## config.mk

```make
export PLATFORM = sky130hd
export DESIGN_NAME = v_lane_mem_sequencer
export DESIGN_NICKNAME = d
export VERILOG_FILES = /design/src/rtl/v_lane_mem_sequencer.sv
export SDC_FILE = /design/constraint.sdc
export NUM_CORES = 1
export LEC_CHECK = 0
export BUFFER_PORTS_ARGS = -buffer_cell sky130_fd_sc_hd__buf_2
export CAP_MARGIN = 10
export CORE_ASPECT_RATIO = 1.4
export CORE_UTILIZATION = 35
export DETAILED_ROUTE_END_ITERATION = 8
export PLACE_DENSITY = 0.6
export SYNTH_ARGS = -nofsm -noshare
export SYNTH_HDL_FRONTEND = slang
export SYNTH_SLANG_ARGS = --single-unit
```

## constraint.sdc

```tcl
create_clock -name clk -period 6.1 [get_ports clk]
set_input_delay 1.22 -clock clk [delete_from_list [all_inputs] [get_ports clk]]
set_output_delay 1.22 -clock clk [all_outputs]
set_load 0.005 [all_outputs]
```

## src/rtl/v_lane_mem_sequencer.sv

```systemverilog
// Memory-side transfer sequencer for one vector lane: streams loads into the lane FIFO and drains stores through a 2-entry skid.
// Optional watchdog abort is compiled in with `define V_SEQ_TIMEOUT_EN.
module v_lane_mem_sequencer #(
    parameter int DATA_WIDTH     = 32,
    parameter int VECTOR_LENGTH  = 1024,
    parameter int VL_W           = $clog2(VECTOR_LENGTH / DATA_WIDTH) + 1,
    parameter int TIMEOUT_CYCLES = 256
) (
    input  logic                  clk,
    input  logic                  reset,
    input  logic                  cmd_valid_i,
    output logic                  cmd_ready_o,
    input  logic                  cmd_store_i,
    input  logic [VL_W-1:0]       cmd_len_i,
    input  logic                  mem_rvalid_i,
    input  logic [DATA_WIDTH-1:0] mem_rdata_i,
    output logic                  mem_rready_o,
    output logic                  mem_wvalid_o,
    output logic [DATA_WIDTH-1:0] mem_wdata_o,
    input  logic                  mem_wready_i,
    output logic                  load_fifo_we_o,
    output logic [DATA_WIDTH-1:0] load_fifo_wdata_o,
    input  logic                  load_fifo_almostfull_i,
    output logic                  store_fifo_re_o,
    input  logic [DATA_WIDTH-1:0] store_fifo_rdata_i,
    input  logic                  store_fifo_empty_i,
    output logic                  busy_o,
    output logic                  done_o,
    output logic                  err_o
);

    localparam int              VL_MAX   = VECTOR_LENGTH / DATA_WIDTH;
    localparam logic [VL_W-1:0] VL_MAX_V = VL_W'(VL_MAX);
    localparam logic [VL_W-1:0] ONE_V    = VL_W'(1);

    typedef enum logic [1:0] {S_IDLE, S_LOAD, S_STORE, S_DONE} state_t;

    state_t                state_q, state_d;
    logic [VL_W-1:0]       len_q, len_d;
    logic [VL_W-1:0]       rem_q, rem_d;
    logic [VL_W-1:0]       wr_cnt_q, wr_cnt_d;
    logic [1:0]            occ_q, occ_d;
    logic                  infl_q, infl_d;
    logic [DATA_WIDTH-1:0] skid0_q, skid1_q;

    logic [VL_W-1:0]       len_clamped;
    logic                  pop;
    logic                  elem;
    logic [2:0]            skid_load;

`ifdef V_SEQ_TIMEOUT_EN
    localparam int             WD_W   = $clog2(TIMEOUT_CYCLES + 1);
    localparam logic [WD_W-1:0] WD_LIM = WD_W'(TIMEOUT_CYCLES - 1);
    logic [WD_W-1:0] wd_q, wd_d;
    logic            err_q, err_d;
`endif

    always_ff @(posedge clk or posedge reset) begin
        if (reset) begin
            state_q  <= S_IDLE;
            len_q    <= '0;
            rem_q    <= '0;
            wr_cnt_q <= '0;
            occ_q    <= '0;
            infl_q   <= 1'b0;
`ifdef V_SEQ_TIMEOUT_EN
            wd_q     <= '0;
            err_q    <= 1'b0;
`endif
        end else begin
            state_q  <= state_d;
            len_q    <= len_d;
            rem_q    <= rem_d;
            wr_cnt_q <= wr_cnt_d;
            occ_q    <= occ_d;
            infl_q   <= infl_d;
`ifdef V_SEQ_TIMEOUT_EN
            wd_q     <= wd_d;
            err_q    <= err_d;
`endif
        end
    end

    // Skid data is only meaningful under occ_q, so it needs no reset.
    always_ff @(posedge clk) begin
        if (infl_q) begin
            if (occ_q == 2'd0 || (occ_q == 2'd1 && pop)) begin
                skid0_q <= store_fifo_rdata_i;
            end else if (occ_q == 2'd1) begin
                skid1_q <= store_fifo_rdata_i;
            end else begin
                skid0_q <= skid1_q;
                skid1_q <= store_fifo_rdata_i;
            end
        end else if (pop) begin
            skid0_q <= skid1_q;
        end
    end

    always_comb begin
        state_d  = state_q;
        len_d    = len_q;
        rem_d    = rem_q;
        wr_cnt_d = wr_cnt_q;
        infl_d   = 1'b0;

        cmd_ready_o       = (state_q == S_IDLE);
        busy_o            = (state_q != S_IDLE);
        done_o            = 1'b0;
        err_o             = 1'b0;
        mem_rready_o      = 1'b0;
        load_fifo_we_o    = 1'b0;
        load_fifo_wdata_o = '0;
        store_fifo_re_o   = 1'b0;
        elem              = 1'b0;

        len_clamped = (cmd_len_i > VL_MAX_V) ? VL_MAX_V : cmd_len_i;

        mem_wvalid_o = (state_q == S_STORE) && (occ_q != 2'd0);
        mem_wdata_o  = mem_wvalid_o ? skid0_q : '0;
        pop          = mem_wvalid_o & mem_wready_i;

        // Slots the skid will hold next cycle; a same-cycle pop frees one, which keeps 1 element/cycle.
        skid_load = {1'b0, occ_q} + {2'b00, infl_q} - {2'b00, pop};

        case (state_q)
            S_IDLE: begin
                if (cmd_valid_i) begin
                    len_d    = len_clamped;
                    rem_d    = len_clamped;
                    wr_cnt_d = '0;
                    if (len_clamped == '0) begin
                        state_d = S_DONE;
                    end else begin
                        state_d = cmd_store_i ? S_STORE : S_LOAD;
                    end
                end
            end
            S_LOAD: begin
                mem_rready_o = (rem_q != '0) && !load_fifo_almostfull_i;
                if (mem_rvalid_i && mem_rready_o) begin
                    load_fifo_we_o    = 1'b1;
                    load_fifo_wdata_o = mem_rdata_i;
                    rem_d             = rem_q - ONE_V;
                    elem              = 1'b1;
                    if (rem_q == ONE_V) begin
                        state_d = S_DONE;
                    end
                end
            end
            S_STORE: begin
                store_fifo_re_o = (rem_q != '0) && !store_fifo_empty_i && (skid_load < 3'd2);
                if (store_fifo_re_o) begin
                    rem_d = rem_q - ONE_V;
                end
                infl_d = store_fifo_re_o;
                if (pop) begin
                    wr_cnt_d = wr_cnt_q + ONE_V;
                    elem     = 1'b1;
                    if (wr_cnt_q + ONE_V == len_q) begin
                        state_d = S_DONE;
                    end
                end
            end
            S_DONE: begin
                done_o  = 1'b1;
                state_d = S_IDLE;
            end
            default: state_d = S_IDLE;
        endcase

        occ_d = skid_load[1:0];

`ifdef V_SEQ_TIMEOUT_EN
        wd_d  = wd_q;
        err_d = err_q;
        err_o = (state_q == S_DONE) && err_q;
        if (state_q == S_IDLE) begin
            wd_d  = '0;
            err_d = 1'b0;
        end else if (state_q == S_LOAD || state_q == S_STORE) begin
            if (elem) begin
                wd_d = '0;
            end else if (wd_q == WD_LIM) begin
                state_d = S_DONE;
                err_d   = 1'b1;
                occ_d   = '0;
                infl_d  = 1'b0;
            end else begin
                wd_d = wd_q + 1'b1;
            end
        end
`endif
    end

endmodule

```

==> qor.txt, run 1 <==
Post-Synthesis Cells -> 346
syn_area_per_cell -> 12.42 sq um
HPWL Detailed -> 6.815 mm
Design Power -> 2.336 mW
Synth-to-Final Area Change -> 28.73%
leakage -> 2.468 nW
DR WL/cell -> 14.81 um
H-tree levels -> 3
Logic pwr share -> 34.3%
CTS Hold Bufs -> 0
Die H -> 133.1 um
die width -> 95.66 um
I/O pins -> 150
max-slew violation count -> 0
Sw Share -> 32.32%
Primary FF master, synth -> edfxtp_1
status -> complete, no violations
post-synthesis cell type count -> 47
worst-skew pair later-pin latency -> 0.33 ns
Post-synth EDFFs -> 64
setup total negative slack -> 0 ns
DRT antenna net count -> 0
Max Clock Skew -> 0.003253 ns
YS warnings -> 0
initial core utilization -> 36.18%
nets -> 580
WS Path Type -> reg2out
clock root buffer -> clkbuf_16
Cell Area, Synth -> 0.004298 sq mm
Reg2Reg Depth -> 11
start of the worst register-to-register path -> state_q[0]
layout cells sized above 1 -> 41.09%
Yosys reg bits -> 87
CTS buffer count -> 9
core footprint -> 0.01188 sq mm
count of final hold-check violations -> 0
Via-to-Cell Ratio -> 4.716
via count -> 3023
most common cell after layout, fill and taps aside -> buf_2
Tcrit/Tclk final -> 75.48%
first-pass GRT wire length -> 15.10 mm
Min-Delay Path Class -> reg2reg
overall routing resource usage -> 15.61%
number of setup violations in the final report -> 0
clock-pin transition on the worst setup and hold timing paths -> 0.06 ns
syn nets -> 437
worst setup path end -> store_fifo_re_o
crit end category -> primary output
Row Count -> 47
violation count after the first detailed-route iteration -> 85
Slew @ Worst Pin -> 1.141 ns
internal power -> 1.581 mW
FFs w/ async S/R, synth -> 26.44%
Reg power frac -> 38.3%
slew margin rel. -> 23.91%
VDD IR max -> 331.1 uV
FF-to-FF End -> rem_q[0]
most frequent cells in the layout -> buf_2 (148), and2_1 (65), edfxtp_1 (64), mux2_2 (32), dfrtp_1 (23)
CTS Sinks -> 87
WL final -> 9.491 mm
# DRC -> 0
Setup Buffers After CTS -> 0
Crit path required time -> 4.88 ns
critical path launch point type -> flip-flop
fmax -> 0.2172 GHz
die area -> 0.01273 sq mm
vias in the first global route -> 3056
r2r setup slk -> 2.32 ns
CP Max Fanout -> 14
setup repair after global routing missed its margin -> no
clock share of power -> 27.5%
crit path DAT -> 3.38 ns
CTS tree -> built
drt first pass iters -> 4
post-cts resize count -> 0
max-cap viol count -> 0
largest net degree at the start of global routing -> 34
pwr/cell area -> 422.2 mW/mm^2
worst setup path startpoint -> state_q[0]
sequential element share of the synthesized area -> 58.11%
Routability Congestion -> 0.8153
Max Buffers Root-to-Sink -> 2
Switch Pwr -> 0.7550 mW
crit path time final -> 4.604 ns
GRT Residual Overflow -> 0
# port buffers -> 148
initial antenna violation count -> 0
antenna diode count -> 0
## power by group through the flow
stage / registers (mW) / logic [mW] / clock network (mW)
5_1_grt: 0.913 / 0.903 / 0.677
4_1_cts: 0.895 / 0.818 / 0.658
6_report: 0.894 / 0.800 / 0.642
3_5_place_dp: 0.906 / 0.812 / 0
2_1_floorplan: 0.882 / 0.565 / 0
3_3_place_gp: 0.900 / 0.786 / 0
## cell type report
cell class,instances,area (sq um)
Clock buffer,11,252.7
Fill cell,1089,6346
Multi-Input combinational cell,227,1692
Tap cell,147,183.9
Timing Repair Buffer,149,748.2
Clock inverter,5,102.6
Sequential cell,87,2497
Inverter,15,56.30
## state kept, by name, summed over array words and instances (netlist names)
| signal | flops |
|---|---|
| infl_q | 1 |
| len_q | 6 |
| occ_q | 2 |
| rem_q | 6 |
| skid0_q | 32 |
| skid1_q | 32 |
| state_q | 2 |
| wr_cnt_q | 6 |
## metrics by stage
step                      hold WS [ns]  area (sq um)  std cells  worst slack (ns)  util (%)
after global placement          0.4922          5175        625             1.714     43.56
final                           0.4963          5533        641             1.496     46.58
after detailed placement        0.4922          5175        625             1.616     43.56
after global routing            0.5433          5533        641             1.136     46.58
after floorplan                 0.4692          4298        346             2.009         -
after CTS                       0.5063          5530        641             1.445     46.56
## critical path, stage by stage (launching register included)
cell,delay (ns)
dfrtp_1,0.41
inv_1,0.12
ha_1,0.45
o211ai_1,0.29
ha_1,0.35
ha_1,0.20
fa_1,0.38
xnor2_1,0.15
a2111oi_2,0.37
and2_1,0.20
buf_2,0.12
## per-layer routing
metal	vias to the layer above	wire length (um)	track usage, %
met5	-	0	0
met4	0	212	6.882
met3	14	335	2.511
met2	62	4835	26.15
met1	1435	4108	19.56
li1	1512	-	-
## worst min path at each step
stage	from	endpoint	cells after the start
2_1_floorplan	len_q[1]	len_q[1]	2
3_3_place_gp	len_q[4]	len_q[4]	2
3_5_place_dp	len_q[4]	len_q[4]	2
4_1_cts	len_q[4]	len_q[4]	2
5_1_grt	len_q[4]	len_q[4]	2
6_report	len_q[4]	len_q[4]	2
## kinds of logic after synthesis
family,Yosys count,synth area share (%)
simple gates,120,15.84
flops,87,58.11
compound gates,49,7.744
mux,36,9.403
buf+inv,32,3.231
fa+ha+maj,13,3.959
xor+xnor,8,1.630
other cells,1,0.08725
## synthesized netlist by cell type (all sizes together), types with 2 or more instances
cell type,instances,area share [%]
nor2b,3,0.44
inv,15,1.3
a21o,4,0.70
o31ai,2,0.35
xor2,3,0.61
a31oi,5,0.73
nand2b,7,1.0
ha,12,3.5
edfxtp,64,45
clkbuf,9,0.79
xnor2,5,1.0
nor3,5,0.58
mux2,35,9.2
o211ai,3,0.52
nor4,2,0.44
dfrtp,23,13
a21oi,6,0.70
nor2,12,1.0
nand2,18,1.6
buf,8,1.1
a32oi,2,0.41
a22o,2,0.41
and3b,2,0.41
o21ai,14,1.6
a21boi,2,0.35
and2,65,9.5
nand3,3,0.35
Power figures use the tool's default switching activity.
==> run 2, diff against run 1 <==
--- a/config.mk
+++ b/config.mk
@@ -10,7 +10,7 @@
 export CORE_ASPECT_RATIO = 1.4
 export CORE_UTILIZATION = 35
 export DETAILED_ROUTE_END_ITERATION = 8
-export PLACE_DENSITY = 0.6
+export PLACE_DENSITY = 0.63
 export SYNTH_ARGS = -nofsm -noshare
 export SYNTH_HDL_FRONTEND = slang
 export SYNTH_SLANG_ARGS = --single-unit
==> constraint.sdc (replaced) <==
create_clock -name clk -period 3.7 [get_ports clk]
set_input_delay 0.74 -clock clk [delete_from_list [all_inputs] [get_ports clk]]
set_output_delay 0.74 -clock clk [all_outputs]
set_load 0.005 [all_outputs]
==> qor.txt, run 2 (synthesis gave the netlist of run 1 again) <==
Routability Congestion -> 0.7445
Max Clock Skew -> 0.006423 ns
start of the worst register-to-register path -> state_q[0]
fmax -> 0.2864 GHz
via count -> 3088
CP Max Fanout -> 4
Worst Setup Slack post-DPL -> 0.2284 ns
initial antenna violation count -> 0
Synth-to-Final Area Change -> 29.20%
Post-Layout Cell Count -> 650
DR WL/cell -> 14.74 um
slack of the critical path -> 0.2082 ns
most common cell after layout, fill and taps aside -> buf_2
initial core utilization -> 36.18%
Finished Core Util -> 46.75%
layout cells sized above 1 -> 42.54%
Row Count -> 47
critical path launch point type -> flip-flop
WS Path Type -> reg2out
Hold Crit Depth -> 2
worst-skew pair later-pin latency -> 0.33 ns
leakage -> 2.479 nW
CTS Hold Bufs -> 0
Placed Instances -> 630
core footprint -> 0.01188 sq mm
die area -> 0.01273 sq mm
# DRC -> 0
pwr/cell area -> 670.6 mW/mm^2
hold endpoint -> len_q[4]
biggest registers after layout -> skid0_q x32, skid1_q x32
Die H -> 133.1 um
Slew @ Worst Pin -> 0.8950 ns
WL final -> 9.582 mm
most frequent cells in the layout -> buf_2 (148), and2_1 (65), edfxtp_1 (64), mux2_2 (32), dfrtp_1 (23)
Via-to-Cell Ratio -> 4.751
CTS buffer count -> 9
# port buffers -> 148
CTS Sinks -> 87
max-cap viol count -> 0
CTS tree -> built
count of final hold-check violations -> 0
Max Buffers Root-to-Sink -> 2
setup repair after global routing missed its margin -> no
vias in the first global route -> 3015
die width -> 95.66 um
nets -> 590
drt first pass iters -> 4
DRT antenna net count -> 0
crit end category -> primary output
I/O pins -> 150
Reg2Reg Depth -> 11
first-pass GRT wire length -> 14.97 mm
hold path start -> len_q[4]
r2r setup slk -> 0.67 ns
clock-pin transition on the worst setup and hold timing paths -> 0.06 ns
FF-to-FF End -> rem_q[0]
max-slew violation count -> 0
VDD IR max -> 473.3 uV
number of setup violations in the final report -> 0
antenna diode count -> 0
crit path time final -> 3.492 ns
setup total negative slack -> 0 ns
Crit path required time -> 2.96 ns
HPWL Detailed -> 6.826 mm
worst-case hold slack -> 0.5042 ns
H-tree levels -> 3
GRT Residual Overflow -> 0
largest net degree at the start of global routing -> 34
slew margin rel. -> 40.27%
clock root buffer -> clkbuf_16
Tcrit/Tclk final -> 94.37%
overall routing resource usage -> 15.47%
worst setup path startpoint -> state_q[0]
Min-Delay Path Class -> reg2reg
crit path DAT -> 2.75 ns
status -> complete, no violations
violation count after the first detailed-route iteration -> 100
==> run 2: changes by cell type in the layout (fill, tap and decap cells not counted), sizes merged <==
cell	delta
buf	+10
bufinv	-2
clkinvlp	+2
clkbuf	-1
==> run 2: worst max path at each step <==
stage | end | slack [ns] | depth (start not counted)
after CTS | store_fifo_re_o | 0.04 | 10
after global routing | store_fifo_re_o | 0.0005 | 10
final | store_fifo_re_o | 0.21 | 10
after global placement | store_fifo_re_o | 0.27 | 9
after detailed placement | store_fifo_re_o | 0.23 | 9
after floorplan | skid0_q[0] | 0.53 | 3
==> run 2: critical path, stage by stage (launching register included) <==
cell,delay [ns]
dfrtp_1,0.41
inv_2,0.10
ha_4,0.14
o211ai_1,0.11
ha_1,0.31
ha_1,0.20
fa_2,0.33
xnor2_1,0.14
a2111oi_2,0.32
and2_1,0.22
buf_2,0.12
==> run 2: timing repair <==
item	4_1_cts	5_1_grt
cloned	0	0
resized for setup	0	4
setup endpoints to repair	1	1
pin swaps	2	4
setup buffers	2	3
==> run 2: through the flow <==
stage	total power [mW]	area, sq um
3_5_place_dp	2.829	5213
3_3_place_gp	2.785	5213
5_1_grt	3.999	5553
4_1_cts	3.731	5515
2_1_floorplan	2.386	4298
6_report	3.724	5553
==> run 2: layout make-up <==
cell class	count	area [sq um]
Clock buffer	10	229.0
Sequential cell	87	2497
Timing Repair Buffer	159	823.3
Fill cell	1136	6326
Tap cell	147	183.9
Inverter	15	56.30
Clock inverter	5	58.81
Multi-Input combinational cell	227	1704
==> run 2: per-layer routing <==
layer  track usage (%)  share of wire, %  wire, um  up-vias
met1             19.53                43      4155     1474
met4             5.721               1.7       165        0
met2             25.83                51      4932       74
met5                 0                 0         0        -
li1                  -                 -         -     1528
met3             3.139               3.4       328       12
==> run 2: power breakdown <==
part           switching, mW  internal [mW]  total (mW)  leakage (nW)
Sequential             0.134           1.34        1.47         0.876
Combinational          0.752          0.616        1.37          1.47
Clock                  0.363          0.521       0.884         0.135
Total                   1.25           2.47        3.72          2.48
